**config.mk**
```make
export PLATFORM = sky130hd
export DESIGN_NAME = capsense_timer
export DESIGN_NICKNAME = d
export VERILOG_FILES = /design/src/rtl/capsense_timer.sv
export SDC_FILE = /design/constraint.sdc
export NUM_CORES = 1
export LEC_CHECK = 0
export BUFFER_PORTS_ARGS = -buffer_cell sky130_fd_sc_hd__buf_2
export CORE_ASPECT_RATIO = 1.2
export CORE_UTILIZATION = 30
export CTS_CLUSTER_DIAMETER = 80
export CTS_CLUSTER_SIZE = 16
export DETAILED_ROUTE_END_ITERATION = 10
export PLACE_DENSITY = 0.57
export SLEW_MARGIN = 0
export SYNTH_ARGS = -nofsm -noshare
export SYNTH_HDL_FRONTEND = slang
export SYNTH_SLANG_ARGS = --single-unit
```
**constraint.sdc**
```tcl
create_clock -name clk_i -period 2.54 [get_ports clk_i]
set_input_delay 0.254 -clock clk_i [delete_from_list [all_inputs] [get_ports clk_i]]
set_output_delay 0.254 -clock clk_i [all_outputs]
set_load 0.1 [all_outputs]
```
**src/rtl/capsense_timer.sv**
```systemverilog
// rtl/capsense_timer.sv - capacitive-sense charge-time scanner with baseline press detection
module capsense_timer #(
    parameter int N   = 4,
    parameter int CW  = 8,
    parameter int THR = 4
) (
    input  logic            clk_i,
    input  logic            rst_i,
    input  logic            ena_i,
    input  logic            start_i,
    input  logic            recal_i,
    input  logic [N-1:0]    buttons_i,
    output logic            but_oe_o,
    output logic            busy_o,
    output logic            done_o,
    output logic [N-1:0]    sampled_o,
    output logic            timeout_o,
    output logic [N*CW-1:0] count_o
);

    localparam logic [CW-1:0] MAX   = {CW{1'b1}};
    localparam logic [CW:0]   THR_W = (CW+1)'(THR);

    typedef enum logic [1:0] {
        IDLE    = 2'd0,
        MEASURE = 2'd1,
        EVAL    = 2'd2
    } state_t;

    state_t                   r_state;
    logic [CW-1:0]            r_t;
    logic [N-1:0]             r_flag;
    logic [N-1:0][CW-1:0]     r_cnt;
    logic [N-1:0][CW-1:0]     r_base;
    logic                     r_base_valid;
    logic [N-1:0]             r_sampled;
    logic                     r_timeout;
    logic [N-1:0][CW-1:0]     r_count;
    logic                     r_done;
    logic                     r_busy;
    logic                     r_but_oe;

    logic [CW-1:0]            w_nt;
    logic [N-1:0]             w_flag_nxt;
    logic                     w_all_flagged;
    logic [N-1:0]             w_pressed;

    // Next tick value, flag set after this tick, and the press decision against baseline
    always_comb begin
        w_nt          = r_t + 1'b1;
        w_flag_nxt    = r_flag | buttons_i;
        w_all_flagged = &w_flag_nxt;
        w_pressed     = '0;
        for (int k = 0; k < N; k++) begin
            // widened by one bit so baseline+THR cannot wrap
            w_pressed[k] = ({1'b0, r_cnt[k]} >= ({1'b0, r_base[k]} + THR_W));
        end
    end

    // Scan FSM: all state and registered outputs; done_o is high for the whole EVAL cycle
    // and the results it announces are written at the end of that cycle
    always_ff @(posedge clk_i) begin
        if (rst_i) begin
            r_state      <= IDLE;
            r_t          <= '0;
            r_flag       <= '0;
            r_cnt        <= '0;
            r_base       <= '0;
            r_base_valid <= 1'b0;
            r_sampled    <= '0;
            r_timeout    <= 1'b0;
            r_count      <= '0;
            r_done       <= 1'b0;
            r_busy       <= 1'b0;
            r_but_oe     <= 1'b1;
        end else begin
            // a recal request outside EVAL only arms re-baselining; EVAL overrides below
            if (recal_i) begin
                r_base_valid <= 1'b0;
            end
            case (r_state)
                IDLE: begin
                    if (start_i) begin
                        r_state  <= MEASURE;
                        r_t      <= '0;
                        r_flag   <= '0;
                        r_cnt    <= '0;
                        r_busy   <= 1'b1;
                        r_but_oe <= 1'b0;
                    end
                end
                MEASURE: begin
                    if (ena_i) begin
                        r_t    <= w_nt;
                        r_flag <= w_flag_nxt;
                        for (int k = 0; k < N; k++) begin
                            if (!r_flag[k] && buttons_i[k]) begin
                                r_cnt[k] <= w_nt;
                            end
                        end
                        if (w_all_flagged) begin
                            r_state   <= EVAL;
                            r_timeout <= 1'b0;
                            r_done    <= 1'b1;
                        end else if (w_nt == MAX) begin
                            r_state   <= EVAL;
                            r_timeout <= 1'b1;
                            r_done    <= 1'b1;
                            // a button latching on this last tick also gets MAX, so no exception needed
                            for (int k = 0; k < N; k++) begin
                                if (!r_flag[k]) begin
                                    r_cnt[k] <= MAX;
                                end
                            end
                        end
                    end
                end
                EVAL: begin
                    r_state  <= IDLE;
                    r_done   <= 1'b0;
                    r_busy   <= 1'b0;
                    r_but_oe <= 1'b1;
                    r_count  <= r_cnt;
                    if (!r_base_valid || recal_i) begin
                        r_base       <= r_cnt;
                        r_base_valid <= 1'b1;
                        r_sampled    <= '0;
                    end else begin
                        r_sampled <= w_pressed;
                    end
                end
                default: begin
                    r_state  <= IDLE;
                    r_done   <= 1'b0;
                    r_busy   <= 1'b0;
                    r_but_oe <= 1'b1;
                end
            endcase
        end
    end

    assign but_oe_o  = r_but_oe;
    assign busy_o    = r_busy;
    assign done_o    = r_done;
    assign sampled_o = r_sampled;
    assign timeout_o = r_timeout;
    assign count_o   = r_count;

endmodule

```
==> flow_summary.toml, run 1 <==
[clock_network]
numCtsBuffers = 17
clk_pin_slew_ns = 0.06
clk_path_buf_depth = 2
cts_tree = "done"
cts_root_buf = "clkbuf_16"
hold_buffers = 0
post_cts_buffers = 0
clkSinkCount = 119
clk_latency_ns = 0.42
cts_resized = 0
h-tree-depth = 4

[synth]
synthCells = 793
yosysUniqueCellTypes = 50
ys_seq_elements = 119
syn-cell-area_um2 = 6230
ys_seq_area_share_pct = 38.3
syn_area_per_cell_um2 = 7.85
yosys_warnings = 0
syn_nets = 840

[die]
start_util_pct = 30.6
die-area_um2 = 21300
coreArea_um2 = 20300
io-pin-count = 49
rows = 57
die_h_um = 160
die_w_um = 134

[placement]
place_congestion = 0.854
io_buffers = 48
dp.final_hpwl_mm = 11.5

[cells_and_area]
drive_gt1_share_pct = 14.6
nets = 878
area_growth_pct = 18.9
fillCellCount = 2130
final_common_cell = "nand2_1"
mostFrequentLayoutCells = "nand2_1 (180), a21oi_1 (126), dfxtp_1 (119)"
antenna_cells = 0

[routing]
drc = 0
postRouteAntennaNets = 0
drt_pass1_iterations = 5
drtIter0Drc = 428
vias = 5668
totalWireLength_mm = 17.0
avgViaCountPerCell = 5.11
routedWlPerCell_um = 15.3

[grt]
grt_max_degree = 74
antenna_found_initial = 1
grt_overflow = 0
grt_pass1_wl_mm = 27.6
grt.total_usage_pct = 16.3
grt_pass1_vias = 5256

[worst_setup_path]
crit_required_ns = 2.88
end_kind = "register"
crit_arrival_ns = 2.62
critPathMaxStageDelay_ns = 0.44
cp_cell_sequence = "ha_1, nand2_1, o31ai_2, a32o_2, nand4bb_4, buf_4, or3_1, a21oi_1"
worstSetupPathType = "register to register"
worst_path_max_delay_cell = "dfxtp_1"
crit_family = "compound AO/OA/AOI/OAI gates"
worst_setup_path_start_kind = "register"
cp_max_fo = 20
critPathBufInv = 1

[timing]
period_needed_ns = 2.28
hold_violations = 0
fin_crit_sh_pct = 89.8
skew_ns = 0.00792
rsz0062_at_grt = "no"
relSlewSlack_pct = 46.2
fin_hold_ws_ns = 0.125
fmax_mhz = 438
setup_violations = 0
worstMarginPinSlew_ns = 0.806
tns_ns = 0
finalMaxSlewViolations = 0

[pwr]
leakage_nw = 2.85
powerDensity_nw_per_um2 = 647
vdd_drop_max_mv = 0.377

[status]
outcome = "completed"

[flow_run]
cap_violations = 0

[worst_hold_path]
worstHoldPathType = "input pin to register"
==> sequential cells by signal (all words and copies together) (netlist names), 2 cells and up <==
name and count:
count_o 32, r_base 32, r_cnt 32, r_flag 4, r_state 2, r_t 8
sampled_o 4
==> final timing paths <==
path | to | cells after the start | slack [ns] | startpoint
worst max-delay path | r_cnt[16] | 8 | 0.26 | r_t[0]
worst min-delay path | r_flag[1] | 3 | 0.12 | buttons_i[1]
worst max register to register | r_cnt[16] | 8 | 0.26 | r_t[0]
worst min register to register | count_o[10] | 2 | 0.45 | count_o[10]
==> power by group <==
part | internal, W | switching [W]
Sequential | 0.00189 | 0.0000282
Clock | 0.00168 | 0.000923
Combinational | 0.0000868 | 0.000189
Total | 0.00365 | 0.00114
==> layer usage <==
layer	track usage, %	vias up	part of all wire (%)
met5	0	-	0.065
met4	7.49	2	2.8
met3	3.21	30	4.6
met2	27.5	135	49
met1	19.9	2658	44
li1	-	2843	-
==> cell usage after synthesis (all sizes together) <==
cell     number  area (um^2)
clkbuf       47          176
nor2b         8         50.1
or3           6         37.5
o31ai         1         12.5
a32o          9         91.3
ha           38          475
o21a         12         90.1
o311ai        7         61.3
and3          3         20.0
nor2         28          105
nand4b        1         8.76
o21ai        65          325
xnor2        10         87.6
nor3          4         25.0
buf           8         66.3
mux2i        16          160
nand4bb       1         27.5
nand2b       10         62.6
dfxtp       119         2380
a22oi         8         60.1
a31oi         2         12.5
nand4         4         25.0
o221ai        4         35.0
nand3        17         90.1
o211a         1         10.0
and2          2         15.0
a2bb2oi       1         8.76
a41oi         1         8.76
mux2          7         78.8
nor3b         1         7.51
or4b          1         10.0
nand2       180          676
o22ai         4         25.0
a211oi        3         22.5
and4          1         11.3
a21o          9         68.8
xor2         12          105
a21oi       126          631
inv          16         60.1
==> cell families (layout without fill, tap and decap cells) <==
kind of cell	count (synthesis)	after routing	synth area share (%)
flip-flops	119	119	38.3
multiplexers	23	23	3.84
AO/OA/AOI/OAI	253	253	23.5
buffers and inverters	71	122	4.86
XOR/XNOR	22	22	3.09
adder cells (fa/ha/maj)	38	38	7.64
AND/OR/NAND/NOR	267	267	18.8
==> cell type report <==
type	count	area, um^2	area share (%)
Inverter	16	60.1	0.812
Clock buffer	18	439	5.94
Sequential cell	119	2380	32.2
Tap cell	265	332	4.48
Multi-Input combinational cell	603	3550	48.0
Clock inverter	14	200	2.71
Timing Repair Buffer	74	438	5.92
==> metrics by stage <==
| stage | setup WS (ns) | area (um^2) | cells | total power (W) | utilization (%) |
|---|---|---|---|---|---|
| 5_1_grt | 0.0684 | 7400 | 1109 | 0.00495 | 36.4 |
| 4_1_cts | 0.278 | 7400 | 1109 | 0.00483 | 36.4 |
| 2_1_floorplan | 0.561 | 6230 | 793 | 0.00214 | - |
| 3_5_place_dp | 0.302 | 6760 | 1077 | 0.00223 | 33.3 |
| 6_report | 0.259 | 7400 | 1109 | 0.00479 | 36.4 |
| 3_3_place_gp | 0.356 | 6760 | 1077 | 0.00223 | 33.3 |
==> tightest hold or removal path, delay by kind of cell <==
family,cells,cell delay (ns)
AND/OR/NAND/NOR,1,0.08
buffers and inverters,1,0.10
AO/OA/AOI/OAI,1,0.07
Power figures use the tool's default switching activity.
==> run 2: changes to the inputs <==
Settings changed: CORE_ASPECT_RATIO 1.2 to 2.
==> flow_summary.toml, run 2 (same netlist as run 1, synthesis figures left out) <==
[status]
outcome = "completed"

[placement]
dp.final_hpwl_mm = 12.8
place_congestion = 0.893
io_buffers = 48

[pwr]
power.total_w = 0.00447
p_int_w = 0.00338
vdd_drop_max_mv = 0.359
netSwitchingFraction_pct = 24.2
leakage_nw = 2.85
powerDensity_nw_per_um2 = 606
pwr-share-comb_pct = 6.4
clock_power_share_pct = 50.7
share_seq_of_total_power_pct = 42.8
switchingPower_w = 0.00108

[worst_hold_path]
worstHoldPathType = "input pin to register"
holdPathStages = 3

[clock_network]
cts_resized = 0
post_cts_buffers = 0
cts_tree = "done"
clk_path_buf_depth = 2
h-tree-depth = 4
hold_buffers = 0
clk_pin_slew_ns = 0.05
cts_root_buf = "clkbuf_16"
clkSinkCount = 119
numCtsBuffers = 17
clk_latency_ns = 0.43

[cells_and_area]
antenna_cells = 0
area_growth_pct = 18.4
drive_gt1_share_pct = 14.5
fillCellCount = 2154
mostFrequentLayoutCells = "nand2_1 (180), a21oi_1 (126), dfxtp_1 (119)"
nets = 881
final_common_cell = "nand2_1"

[die]
coreArea_um2 = 20400
die-area_um2 = 21400
io-pin-count = 49
die_w_um = 104
die_h_um = 206
rows = 74
start_util_pct = 30.6

[timing]
fmax_mhz = 438
period_needed_ns = 2.28
relSlewSlack_pct = 53.3
skew_ns = 0.00491
tns_ns = 0
finalMaxSlewViolations = 0
setup_violations = 0
worstMarginPinSlew_ns = 0.698
hold_violations = 0
rsz0062_at_grt = "no"
fin_crit_sh_pct = 89.9

[worst_setup_path]
worstSetupPathType = "register to register"
worst_setup_path_start_kind = "register"
cp_max_fo = 20
r2r_cells = 8
critPathMaxStageDelay_ns = 0.44
startpoint = "r_t[1]"
r2r-end = "r_cnt[24]"
crit_required_ns = 2.89
crit_arrival_ns = 2.64
end_kind = "register"
r2r_slack_ns = 0.26
cp_cell_sequence = "ha_1, nand2_1, o31ai_2, a32o_2, nand4bb_4, buf_4, or3_1, a21oi_1"
r2r_start = "r_t[1]"
endpoint = "r_cnt[24]"
worst_path_max_delay_cell = "dfxtp_1"

[grt]
grt.total_usage_pct = 17.5
grt_overflow = 0
grt_pass1_vias = 5422
antenna_found_initial = 0
grt_max_degree = 56
grt_pass1_wl_mm = 28.8

[routing]
drtIter0Drc = 272
routedWlPerCell_um = 16.2
vias = 5681
avgViaCountPerCell = 5.11
drc = 0
totalWireLength_mm = 18.0
postRouteAntennaNets = 0
drt_pass1_iterations = 4

[flow_run]
cap_violations = 0
[run 2: layer usage]
metal	global-route usage [%]	wire length (um)	part of all wire, %
met3	3.77	606	3.4
met5	0	0	0
met1	17.3	6910	38
met4	11.4	741	4.1
met2	32.8	9730	54
[run 2: final cells by class]
cell class | count | area [um^2] | share of cell area [%]
Multi-Input combinational cell | 603 | 3550 | 48.1
Sequential cell | 119 | 2380 | 32.3
Inverter | 16 | 60.1 | 0.815
Clock buffer | 22 | 474 | 6.43
Tap cell | 266 | 333 | 4.51
Clock inverter | 9 | 76.3 | 1.04
Timing Repair Buffer | 77 | 498 | 6.75
[run 2: worst max-delay path, delay by kind of cell, from the launching register on]
family,cells,cell delay (ns)
and+or+nand+nor,3,0.56
buffers and inverters,1,0.24
DFF,1,0.44
adders and majority gates,1,0.33
AOI/OAI and AO/OA,3,0.65
[run 2: how the worst min path moves through the flow]
stage                 startpoint           to  slack [ns]
finish              buttons_i[2]    r_flag[2]        0.12
global route        buttons_i[2]    r_flag[2]        0.13
CTS                 buttons_i[2]    r_flag[2]        0.10
detailed placement   count_o[26]  count_o[26]        0.44
global placement      count_o[5]   count_o[5]        0.44
floorplan           buttons_i[3]    r_flag[3]        0.41
[run 2: power groups by stage]
stage          Combinational, W  Clock [W]  Sequential, W
2_1_floorplan          0.000181          0        0.00196
3_3_place_gp           0.000284          0        0.00195
3_5_place_dp           0.000287          0        0.00195
4_1_cts                0.000289    0.00232        0.00191
5_1_grt                0.000317    0.00239        0.00192
6_report               0.000288    0.00226        0.00191
[run 2: through the flow]
step / cell area, um^2 / utilization (%) / worst slack (ns) / std cells / hold slack [ns]
CTS: 7370 / 36.2 / 0.272 / 1112 / 0.100
global placement: 6820 / 33.5 / 0.361 / 1081 / 0.441
finish: 7370 / 36.2 / 0.257 / 1112 / 0.122
detailed placement: 6820 / 33.5 / 0.292 / 1081 / 0.444
global route: 7370 / 36.2 / 0.0785 / 1112 / 0.127
floorplan: 6230 / - / 0.561 / 793 / 0.410
